==> src/rtl/debug_host_agent_pkg.sv <==
// Opcodes and default widths shared by the debug-unit UART host agent and its word assembler.
package debug_host_agent_pkg;

  typedef enum logic [1:0] {
    OP_NONE      = 2'd0,
    OP_LOAD_INST = 2'd1,
    OP_RUN       = 2'd2,
    OP_RUN_STEP  = 2'd3
  } dbg_op_e;

  localparam int DEF_UART_BITS = 8;
  localparam int DEF_PROC_BITS = 32;

endpackage

==> src/rtl/debug_host_agent_assembler.sv <==
// Shifts rx bytes in LSB first and emits PROC_BITS words with their frame index.
// Word strobe is registered (one cycle after the final byte); no backpressure, bytes are never stalled.
module debug_word_assembler
  import debug_host_agent_pkg::*;
#(
  parameter int UART_BITS  = DEF_UART_BITS,
  parameter int PROC_BITS  = DEF_PROC_BITS,
  parameter int RESP_WORDS = 64,
  localparam int IDX_W     = (RESP_WORDS > 1) ? $clog2(RESP_WORDS) : 1
) (
  input  logic                 clk,
  input  logic                 rst,
  input  logic                 i_clear,
  input  logic                 i_byte_vld,
  input  logic [UART_BITS-1:0] i_byte,
  output logic                 o_word_valid,
  output logic [PROC_BITS-1:0] o_word_data,
  output logic [IDX_W-1:0]     o_word_index,
  output logic                 o_frame_done,
  output logic                 o_frame_end
);

  localparam int WORD_BYTES = PROC_BITS / UART_BITS;
  localparam int BC_W       = (WORD_BYTES > 1) ? $clog2(WORD_BYTES) : 1;

  logic [PROC_BITS-1:0] shift_q, shift_d, shifted;
  logic [BC_W-1:0]      byte_cnt_q, byte_cnt_d;
  logic [IDX_W-1:0]     word_idx_q, word_idx_d;
  logic                 word_valid_q, word_valid_d;
  logic [PROC_BITS-1:0] word_data_q, word_data_d;
  logic [IDX_W-1:0]     index_q, index_d;
  logic                 frame_done_q, frame_done_d;
  logic                 word_last, frame_last;

  assign word_last   = (byte_cnt_q == BC_W'(WORD_BYTES - 1));
  assign frame_last  = (word_idx_q == IDX_W'(RESP_WORDS - 1));
  assign o_frame_end = i_byte_vld && word_last && frame_last && !i_clear;

  always_comb begin
    shifted                             = shift_q >> UART_BITS;
    shifted[PROC_BITS-1 -: UART_BITS]   = i_byte;
    shift_d      = shift_q;
    byte_cnt_d   = byte_cnt_q;
    word_idx_d   = word_idx_q;
    word_data_d  = word_data_q;
    index_d      = index_q;
    word_valid_d = 1'b0;
    frame_done_d = 1'b0;
    if (i_clear) begin
      shift_d    = '0;
      byte_cnt_d = '0;
      word_idx_d = '0;
    end else if (i_byte_vld) begin
      if (word_last) begin
        shift_d      = '0;
        byte_cnt_d   = '0;
        word_valid_d = 1'b1;
        word_data_d  = shifted;
        index_d      = word_idx_q;
        frame_done_d = frame_last;
        word_idx_d   = frame_last ? '0 : word_idx_q + 1'b1;
      end else begin
        shift_d    = shifted;
        byte_cnt_d = byte_cnt_q + 1'b1;
      end
    end
  end

  always_ff @(posedge clk) begin
    if (rst) begin
      shift_q      <= '0;
      byte_cnt_q   <= '0;
      word_idx_q   <= '0;
      word_valid_q <= 1'b0;
      word_data_q  <= '0;
      index_q      <= '0;
      frame_done_q <= 1'b0;
    end else begin
      shift_q      <= shift_d;
      byte_cnt_q   <= byte_cnt_d;
      word_idx_q   <= word_idx_d;
      word_valid_q <= word_valid_d;
      word_data_q  <= word_data_d;
      index_q      <= index_d;
      frame_done_q <= frame_done_d;
    end
  end

  assign o_word_valid = word_valid_q;
  assign o_word_data  = word_data_q;
  assign o_word_index = index_q;
  assign o_frame_done = frame_done_q;

endmodule

==> src/rtl/debug_host_agent.sv <==
// Host-side debug UART initiator: sends opcode/LOAD bytes, reassembles RUN/STEP dumps. Outputs registered (1 cycle).
// Paced by i_tx_done per byte; commands only in IDLE. DEBUG_HOST_TIMEOUT_EN adds an rx/tx inactivity timeout.
module debug_host_agent
  import debug_host_agent_pkg::*;
#(
  parameter int UART_BITS        = DEF_UART_BITS,
  parameter int INSTRUCTION_BITS = 32,
  parameter int PROC_BITS        = DEF_PROC_BITS,
  parameter int RESP_WORDS       = 64,
  parameter int TIMEOUT_CYCLES   = 2**20,
  localparam int IDX_W           = (RESP_WORDS > 1) ? $clog2(RESP_WORDS) : 1
) (
  input  logic                        clk,
  input  logic                        rst,
  input  logic                        i_cmd_valid,
  input  logic [1:0]                  i_cmd_op,
  output logic                        o_cmd_ready,
  input  logic                        i_inst_valid,
  input  logic [INSTRUCTION_BITS-1:0] i_inst_data,
  input  logic                        i_inst_last,
  output logic                        o_inst_ready,
  output logic                        o_tx_start,
  output logic [UART_BITS-1:0]        o_tx_data,
  input  logic                        i_tx_done,
  input  logic [UART_BITS-1:0]        i_rx_data,
  input  logic                        i_rx_done,
  output logic                        o_word_valid,
  output logic [PROC_BITS-1:0]        o_word_data,
  output logic [IDX_W-1:0]            o_word_index,
  output logic                        o_frame_done,
  output logic                        o_busy,
  output logic                        o_error
);

  localparam int INST_BYTES = INSTRUCTION_BITS / UART_BITS;
  localparam int BCNT_W     = (INST_BYTES > 1) ? $clog2(INST_BYTES) : 1;

  if (TIMEOUT_CYCLES < 2 || (INSTRUCTION_BITS % UART_BITS) != 0 ||
      (PROC_BITS % UART_BITS) != 0 || RESP_WORDS < 1) begin : g_bad_cfg
    $error("debug_host_agent: inconsistent parameters");
  end

  typedef enum logic [2:0] {
    S_IDLE, S_WAIT_OP, S_LOAD_FETCH, S_LOAD_TX, S_LOAD_WAIT, S_RESP_RECV
  } state_e;

  state_e                      state_q, state_d;
  dbg_op_e                     op_q, op_d;
  logic [INSTRUCTION_BITS-1:0] inst_q, inst_d;
  logic                        last_q, last_d;
  logic [BCNT_W-1:0]           tx_cnt_q, tx_cnt_d;
  logic [UART_BITS-1:0]        tx_data_q, tx_data_d;
  logic                        tx_start_q, tx_start_d;
  logic                        inst_ready_q, inst_ready_d;
  logic                        load_done_q, load_done_d;
  logic                        error_q, error_d;
  logic                        busy_q, busy_d;
  logic                        cmd_ready_q, cmd_ready_d;
  logic                        timeout, asm_clear, asm_en, asm_frame_end, asm_frame_done;

  always_comb begin
    state_d      = state_q;
    op_d         = op_q;
    inst_d       = inst_q;
    last_d       = last_q;
    tx_cnt_d     = tx_cnt_q;
    tx_data_d    = tx_data_q;
    tx_start_d   = 1'b0;
    inst_ready_d = 1'b0;
    load_done_d  = 1'b0;
    error_d      = 1'b0;
    asm_clear    = 1'b0;
    case (state_q)
      S_IDLE: begin
        if (i_cmd_valid && cmd_ready_q) begin
          if (i_cmd_op == OP_NONE) begin
            error_d = 1'b1;
          end else begin
            op_d           = dbg_op_e'(i_cmd_op);
            tx_data_d      = '0;
            tx_data_d[1:0] = i_cmd_op;
            tx_start_d     = 1'b1;
            asm_clear      = 1'b1;
            state_d        = S_WAIT_OP;
          end
        end
      end
      S_WAIT_OP: begin
        if (i_tx_done) state_d = (op_q == OP_LOAD_INST) ? S_LOAD_FETCH : S_RESP_RECV;
      end
      S_LOAD_FETCH: begin
        if (i_inst_valid) begin
          inst_d       = i_inst_data;
          last_d       = i_inst_last;
          inst_ready_d = 1'b1;
          tx_cnt_d     = '0;
          state_d      = S_LOAD_TX;
        end
      end
      S_LOAD_TX: begin
        tx_data_d  = inst_q[UART_BITS-1:0];
        inst_d     = inst_q >> UART_BITS;
        tx_start_d = 1'b1;
        state_d    = S_LOAD_WAIT;
      end
      S_LOAD_WAIT: begin
        // inst_q already holds the next byte in its low lane, so back-to-back bytes need no gap.
        if (i_tx_done) begin
          if (tx_cnt_q == BCNT_W'(INST_BYTES - 1)) begin
            tx_cnt_d    = '0;
            load_done_d = last_q;
            state_d     = last_q ? S_IDLE : S_LOAD_FETCH;
          end else begin
            tx_cnt_d   = tx_cnt_q + 1'b1;
            tx_data_d  = inst_q[UART_BITS-1:0];
            inst_d     = inst_q >> UART_BITS;
            tx_start_d = 1'b1;
          end
        end
      end
      S_RESP_RECV: begin
        if (asm_frame_end) state_d = S_IDLE;
      end
      default: state_d = S_IDLE;
    endcase
    if (timeout) begin
      error_d   = 1'b1;
      asm_clear = 1'b1;
      state_d   = S_IDLE;
    end
    busy_d      = (state_d != S_IDLE);
    cmd_ready_d = (state_d == S_IDLE);
  end

  always_ff @(posedge clk) begin
    if (rst) begin
      state_q      <= S_IDLE;
      op_q         <= OP_NONE;
      inst_q       <= '0;
      last_q       <= 1'b0;
      tx_cnt_q     <= '0;
      tx_data_q    <= '0;
      tx_start_q   <= 1'b0;
      inst_ready_q <= 1'b0;
      load_done_q  <= 1'b0;
      error_q      <= 1'b0;
      busy_q       <= 1'b0;
      cmd_ready_q  <= 1'b0;
    end else begin
      state_q      <= state_d;
      op_q         <= op_d;
      inst_q       <= inst_d;
      last_q       <= last_d;
      tx_cnt_q     <= tx_cnt_d;
      tx_data_q    <= tx_data_d;
      tx_start_q   <= tx_start_d;
      inst_ready_q <= inst_ready_d;
      load_done_q  <= load_done_d;
      error_q      <= error_d;
      busy_q       <= busy_d;
      cmd_ready_q  <= cmd_ready_d;
    end
  end

`ifdef DEBUG_HOST_TIMEOUT_EN
  localparam int TO_W = $clog2(TIMEOUT_CYCLES + 1);
  logic [TO_W-1:0] to_cnt_q, to_cnt_d;
  logic            to_active;

  assign to_active = (state_q inside {S_WAIT_OP, S_LOAD_WAIT, S_RESP_RECV}) && !i_rx_done && !i_tx_done;
  assign timeout   = to_active && (to_cnt_q == TO_W'(TIMEOUT_CYCLES - 1));

  always_comb begin
    to_cnt_d = '0;
    if (to_active && !timeout) to_cnt_d = to_cnt_q + 1'b1;
  end

  always_ff @(posedge clk) begin
    if (rst) to_cnt_q <= '0;
    else     to_cnt_q <= to_cnt_d;
  end
`else
  assign timeout = 1'b0;
`endif

  assign asm_en = i_rx_done && (state_q == S_RESP_RECV);

  debug_word_assembler #(
    .UART_BITS  (UART_BITS),
    .PROC_BITS  (PROC_BITS),
    .RESP_WORDS (RESP_WORDS)
  ) u_asm (
    .clk          (clk),
    .rst          (rst),
    .i_clear      (asm_clear),
    .i_byte_vld   (asm_en),
    .i_byte       (i_rx_data),
    .o_word_valid (o_word_valid),
    .o_word_data  (o_word_data),
    .o_word_index (o_word_index),
    .o_frame_done (asm_frame_done),
    .o_frame_end  (asm_frame_end)
  );

  assign o_cmd_ready  = cmd_ready_q;
  assign o_inst_ready = inst_ready_q;
  assign o_tx_start   = tx_start_q;
  assign o_tx_data    = tx_data_q;
  assign o_frame_done = load_done_q | asm_frame_done;
  assign o_busy       = busy_q;
  assign o_error      = error_q;

endmodule
==> config.mk <==
export PLATFORM = sky130hd
export DESIGN_NAME = debug_host_agent
export DESIGN_NICKNAME = d
export VERILOG_FILES = /design/src/rtl/debug_host_agent_pkg.sv /design/src/rtl/debug_host_agent_assembler.sv /design/src/rtl/debug_host_agent.sv
export SDC_FILE = /design/constraint.sdc
export NUM_CORES = 1
export LEC_CHECK = 0
export ABC_AREA = 1
export CAP_MARGIN = 0
export CORE_MARGIN = 5
export CORE_UTILIZATION = 46
export CTS_BUF_LIST = sky130_fd_sc_hd__clkbuf_8
export CTS_CLUSTER_DIAMETER = 40
export CTS_CLUSTER_SIZE = 14
export DETAILED_ROUTE_END_ITERATION = 10
export PLACE_DENSITY_LB_ADDON = 0.12
export RECOVER_POWER = 50
export SYNTH_ARGS = -nofsm -noshare
export SYNTH_HDL_FRONTEND = slang
export SYNTH_SLANG_ARGS = --single-unit
==> constraint.sdc <==
create_clock -name clk -period 2.7 [get_ports clk]
set_input_delay 0.405 -clock clk [delete_from_list [all_inputs] [get_ports clk]]
set_output_delay 0.405 -clock clk [all_outputs]
set_load 0.005 [all_outputs]
== Yosys cells after proc, flatten, opt, wreduce, memory -nomap -nowiden ==
Cells that the tools add are included.

* Word-level logic and storage cells: 108
* Output and inout bits: 53
* Register bits: 134
* Input port bits: 49

* Mux-type cells: 35
* Reductions and logical operators: 26
* Bitwise logic cells: 11
* Add/subtract/negate cells: 3
* Equal/unequal tests: 14

{| class="wikitable"
|+ Operators by type and width
! cell !! number
|-
| 2-to-1 mux 32 bit || 4
|-
| one-hot mux 32 bit (3 select lines) || 1
|-
| 2-to-1 mux 8 bit || 4
|-
| 2-to-1 mux 3 bit || 8
|-
| one-hot mux 8 bit (3 select lines) || 1
|-
| one-hot mux 3 bit (6 select lines) || 1
|-
| 2-to-1 mux 2 bit || 5
|-
| inequality test 2 bit, second input constant || 5
|-
| inverter 1 bit || 10
|-
| AND reduction 3 bit || 3
|-
| nonzero test 3 bit || 3
|-
| 2-to-1 mux 1 bit || 8
|-
| OR reduction 4 bit || 2
|-
| adder 6 x 1 -> 6 bit, second input constant || 1
|-
| equality test 3 x 2 -> 1 bit, second input constant || 2
|-
| equality test 3 bit, second input constant || 2
|-
| equality test 6 bit, second input constant || 1
|-
| zero test 3 bit || 2
|-
| 2-to-1 mux 6 bit || 1
|-
| OR reduction 3 bit || 2
|-
| logical AND 1 bit || 5
|-
| AND reduction 5 bit || 1
|-
| adder 2 x 1 -> 2 bit, second input constant || 2
|-
| equality test 2 bit, second input constant || 2
|-
| other kinds (11) || 13
|}

== Longest topological paths before layout ==
* Depth in word-level cells: 9
* Gate-level depth with buffers: 12
* Mapped depth without buffers: 10

== Hierarchy ==
From an unflattened synthesis, not the netlist that was laid out.

* Cells, all modules: 765
* Area, all modules: 5,387.7 um^2

{| class="wikitable"
|+ By module, submodules not included
! module !! sequential area each (um^2) !! times used !! area an instance (um^2) !! cells each
|-
| debug_host_agent || 1,081.0 || 1 || 2,767.7 || 434
|-
| debug_word_assembler || 1,441.4 || 1 || 2,620.0 || 331
|}

== Worst setup path before layout ==
Ideal clock, no wire load.

* Kind: flip-flop to flip-flop
* Start point: register state_q[0]
* End point: register inst_q[3]
* Data arrival time: 1.398 ns
* Path buffers: 3
* Period minus slack after synthesis: 1.511 ns
* Path slack: 1.189 ns
* Required time: 2.587 ns
* Stages on the path, launching flop included: 12
* Library setup time: 0.113 ns
* Cells stage by stage: dfxtp_1 buf_2 nor2_2 nand2_2 nand2_4 clkinv_8 nand2_8 nand2_4 buf_6 buf_8 nor2_1 nor2_1

* Word-level cells in the longest chain between the ends: 3
* Elaborated cells on any way between the ends: 9
* Classes of those cells: eq/ne: 6; mux: 1; reduce/logical: 2

{| class="wikitable"
|+ RTL lines
! what !! RTL line !! source
|-
| start, declared || debug_host_agent.sv:47 || <nowiki>state_e state_q, state_d;</nowiki>
|-
| start signal, assigned || debug_host_agent.sv:150 || <nowiki>state_q <= state_d;</nowiki>
|-
| equality test 3 bit / equality test 3 x 2 -> 1 bit (equally long branches) || debug_host_agent.sv:73 || <nowiki>case (state_q)</nowiki>
|-
| inequality test 2 bit (no source line) / nonzero test 3 bit (equally long branches) || n/a ||
|-
| AND reduction 4 bit (no source line) || n/a ||
|-
| end signal, assigned || debug_host_agent.sv:152 || <nowiki>inst_q <= inst_d;</nowiki>
|-
| end, declared || debug_host_agent.sv:49 || <nowiki>logic [INSTRUCTION_BITS-1:0] inst_q, inst_d;</nowiki>
|}

Several ways; a longest one is shown, not always the timed one.
A chain may end at the register's enable or synchronous reset.

== Final worst setup path ==
* Start point: register state_q[2]
* End point: register inst_q[25]

The elaborated chain is that of the path after synthesis.

==> results.rst <==
.. list-table::
   :header-rows: 1

   * - Metric
     - Value
   * - Outcome
     - complete, no violations
   * - First-pass iteration count of the detailed router
     - 4
   * - Post-synthesis share of cell area spent on full adders, half adders and majority gates
     - less than 1%
   * - Reg-to-reg endpoint
     - inst_q[25]
   * - Critical path launch point
     - state_q[2]
   * - Initial cell density of the core
     - between 40% and 50%
   * - Quantity of I/O buffers inserted on ports
     - 101
   * - Async set-reset flop share out of synthesis
     - 0%
   * - Ys Warns
     - 0
   * - Filler cell count
     - about 1100
   * - GRT Overall Usage
     - around a fifth
   * - Number of nets in the layout
     - 860
   * - Pins Over Slew Limit
     - 0
   * - Syn-to-layout area delta
     - 28.5%
   * - Avg Cell Area, Syn
     - between 7 and 8 um^2
   * - Area of the die
     - roughly 14000 um^2
   * - Class of the worst hold path
     - reg -> reg
   * - Worst-Skew Late Latency
     - 0.44 ns
   * - Via/cell ratio
     - slightly below 5
   * - Global-route wire length before repair
     - 20700 um
   * - Pin count of the biggest net entering global routing
     - 56
   * - Tightest Pin Transition
     - a little under 0.8 ns
   * - Most frequent cells in the layout
     - 160 x nand2_1, 137 x nor2_1, 126 x dfxtp_1, 73 x inv_1, 66 x o21ai_0
   * - Number of unique standard cell types used by synthesis
     - 32
   * - Max clock buf depth
     - 2
   * - Crit Path Class
     - reg -> reg
   * - Worst path setup slack after routing
     - between 0.4 and 0.5 ns
   * - Depth of the CTS H-tree
     - 4
   * - Detailed Route WL
     - roughly 13000 um
   * - Total clock sinks
     - ~130
   * - Leading cell type in the layout, fill and taps excluded
     - nand2_1
   * - Placeable core area
     - between 10000 and 15000 um^2
   * - Post_cts resized
     - 0
   * - Final worst path period need
     - about 2.2 ns
   * - Sequential element share of the synthesized area
     - approximately half
   * - Layout Skew
     - between 0.01 and 0.015 ns
   * - Post-synth design cell area
     - 5220 um^2
   * - Origin of the critical flop-to-flop path
     - state_q[2]
   * - Arrival time reported for the critical path endpoint
     - ~2.5 ns
   * - N_diodes
     - 0
   * - Post-CTS Setup Inserts
     - 0
   * - Critical Path Sink Type
     - register
   * - Number of enable flip-flop cells after synthesis
     - 0
   * - PwrDens
     - approximately 630 nW/um^2
   * - Root buf cell
     - clkbuf_8
   * - Number of remaining DRC errors
     - 0
   * - Max-Cap Viols
     - 0
   * - Number of standard-cell rows in the floorplan
     - 39
   * - Instance count of the mapped netlist
     - around 700
   * - Antenna-violating nets left
     - 0
   * - Number of hold violations in the final report
     - 0
   * - Aggregate global routing overflow
     - 0
   * - CTS tree
     - yes
   * - Number of nets produced by synthesis
     - ~770
   * - Worst reg2reg path depth
     - 9
   * - Pre-CTS setup slack
     - between 0.4 and 0.5 ns
   * - Leakage dissipation
     - approximately 3.1 nW
   * - Critical-path maximum fanout
     - 55
   * - Total negative setup slack
     - 0 ns
   * - Fraction of layout instances using a drive strength above 1
     - approximately 6.5%
   * - WHS
     - around 0.47 ns
   * - Hold-fix buffers at CTS
     - 0
   * - Post-synthesis share of cell area spent on xor and xnor gates
     - less than 1%
   * - Weighted congestion reported at the end of routability-driven placement
     - around 0.9
   * - Half-perimeter wire length of the detailed placement result
     - roughly 9000 um
   * - Multiplexer fraction of the synthesized cell area
     - 0%
   * - TritonCTS buffer count
     - 17
   * - Worst slew margin relative to its limit
     - approximately half
   * - Worst Path Required
     - between 3 and 4 ns
   * - Ratio of final minimum period to clock period
     - 81.9%
   * - Number of antenna violations at the first check in global routing
     - 0
   * - Die outline width
     - 117 um
   * - Sort of element at the start of the critical path
     - register
   * - Number of synthesized register bits
     - between 100 and 150
   * - Vert. Die Dim
     - approximately 120 um
   * - Clock transition at path regs
     - 0.07 ns
   * - Top-Level Pins
     - a little over 100
   * - Dominant register cell in the synthesized netlist
     - dfxtp_1
   * - Combinational family with the most area after synthesis
     - simple AND/OR/NAND/NOR gates
   * - Max Clock Freq
     - roughly 450 MHz
   * - Post-synthesis simple-gate area fraction
     - 27.7%
   * - Iter 0 DRT Violations
     - ~270
   * - Capture point of the critical path
     - inst_q[25]
   * - Final setup fails
     - 0
   * - Slack of the worst reg-to-reg path
     - 0.49 ns
   * - Mean routed wirelength per cell
     - 13.1 um
   * - Peak VDD IR
     - 0.390 mV
   * - Unrepaired setup endpoints after global routing
     - false
   * - Compound-cell area share of the yosys netlist
     - between 10% and 20%
   * - Vias
     - between 4000 and 5000
   * - Vias in the first global route
     - 4466
[per-stage QoR]
stage / std cells / utilization (%) / area, um^2 / total power, mW
6_report: 964 / 59.5 / 6710 / 4.21
5_1_grt: 964 / 59.5 / 6710 / 4.43
3_3_place_gp: 932 / 55.8 / 6290 / 2.46
3_5_place_dp: 932 / 55.8 / 6290 / 2.47
2_1_floorplan: 721 / - / 5220 / 2.29
4_1_cts: 964 / 59.7 / 6730 / 4.27
[layout make-up]
type | instances | area [um^2] | area share, %
flip-flops and latches | 126 | 2520 | 37.6
multi-input cells | 482 | 2200 | 32.8
repair buffers | 105 | 1070 | 15.9
inverters | 76 | 298 | 4.44
clock buffers | 20 | 275 | 4.10
well taps | 143 | 179 | 2.67
clock inverters | 12 | 168 | 2.50
[worst min path at each step]
stage	from	to	slack, ns	cells after the start
finish	inst_q[24]	inst_q[24]	0.47	2
global route	u_asm.shift_q[9]	u_asm.shift_q[9]	0.50	2
CTS	u_asm.shift_q[14]	u_asm.o_word_data[6]	0.47	2
detailed placement	u_asm.shift_q[14]	u_asm.o_word_data[6]	0.46	2
global placement	inst_q[31]	inst_q[31]	0.45	2
floorplan	u_asm.shift_q[13]	u_asm.o_word_data[5]	0.43	2
[synthesized netlist by cell type, types with 2 or more instances]
cell type / instances / area [um^2]
nand3_2: 2 / 20.0
inv_2: 6 / 22.5
dfxtp_1: 126 / 2520
o21ai_2: 2 / 17.5
nand3_1: 24 / 120
nand4_1: 4 / 25.0
nor3_1: 7 / 35.0
nand2_2: 3 / 18.8
inv_1: 69 / 259
a21oi_1: 44 / 220
a211oi_1: 18 / 135
nor2_4: 3 / 33.8
nand2_1: 159 / 597
ha_1: 3 / 37.5
or2_2: 3 / 18.8
o21ai_0: 66 / 330
clkbuf_1: 17 / 63.8
nand2_4: 2 / 22.5
nor2_1: 134 / 503
buf_2: 17 / 85.1
[report_power, final]
part / leakage, nW / internal (mW) / switching (mW)
combinational: 1.89 / 0.188 / 0.262
sequential: 1.02 / 1.93 / 0.0358
clock: 0.231 / 1.07 / 0.728
[logic make-up (layout without fill, tap and decap cells)]
family	Yosys count	in the layout
simple gates	345	345
xor+xnor	1	1
flops	126	126
buf+inv	113	213
compound gates	133	133
fa+ha+maj	3	3
[sequential cells by signal, indices dropped and copies added, names as in the netlist]
register / cells
o_error: 1
tx_cnt_q: 2
o_inst_ready: 1
load_done_q: 1
u_asm.o_word_index: 6
u_asm.shift_q: 24
u_asm.o_word_data: 32
inst_q: 32
o_tx_data: 8
o_cmd_ready: 1
u_asm.o_frame_done: 1
state_q: 3
o_busy: 1
u_asm.o_word_valid: 1
op_q: 2
last_q: 1
u_asm.byte_cnt_q: 2
o_tx_start: 1
u_asm.word_idx_q: 6
[metal layers]
layer | global-route usage, % | vias to the layer above | share of wire (%) | wire length (um)
met5 | 0 | - | 0 | 0
met2 | 31.7 | 125 | 47 | 5940
li1 | - | 2452 | - | -
met4 | 7.42 | 0 | 1.8 | 228
met3 | 6.99 | 19 | 7.5 | 943
met1 | 23.6 | 2078 | 44 | 5500
[critical path, cell delays in order, from the launching register on]
cell	delay [ns]
dfxtp_1	0.53
inv_1	0.20
nand3_2	0.15
nand2_4	0.16
clkinv_8	0.21
nand2_8	0.10
nand2_4	0.39
inv_2	0.16
nor2_1	0.13
nor2_1	0.05
(Power assumes the default switching activity.)
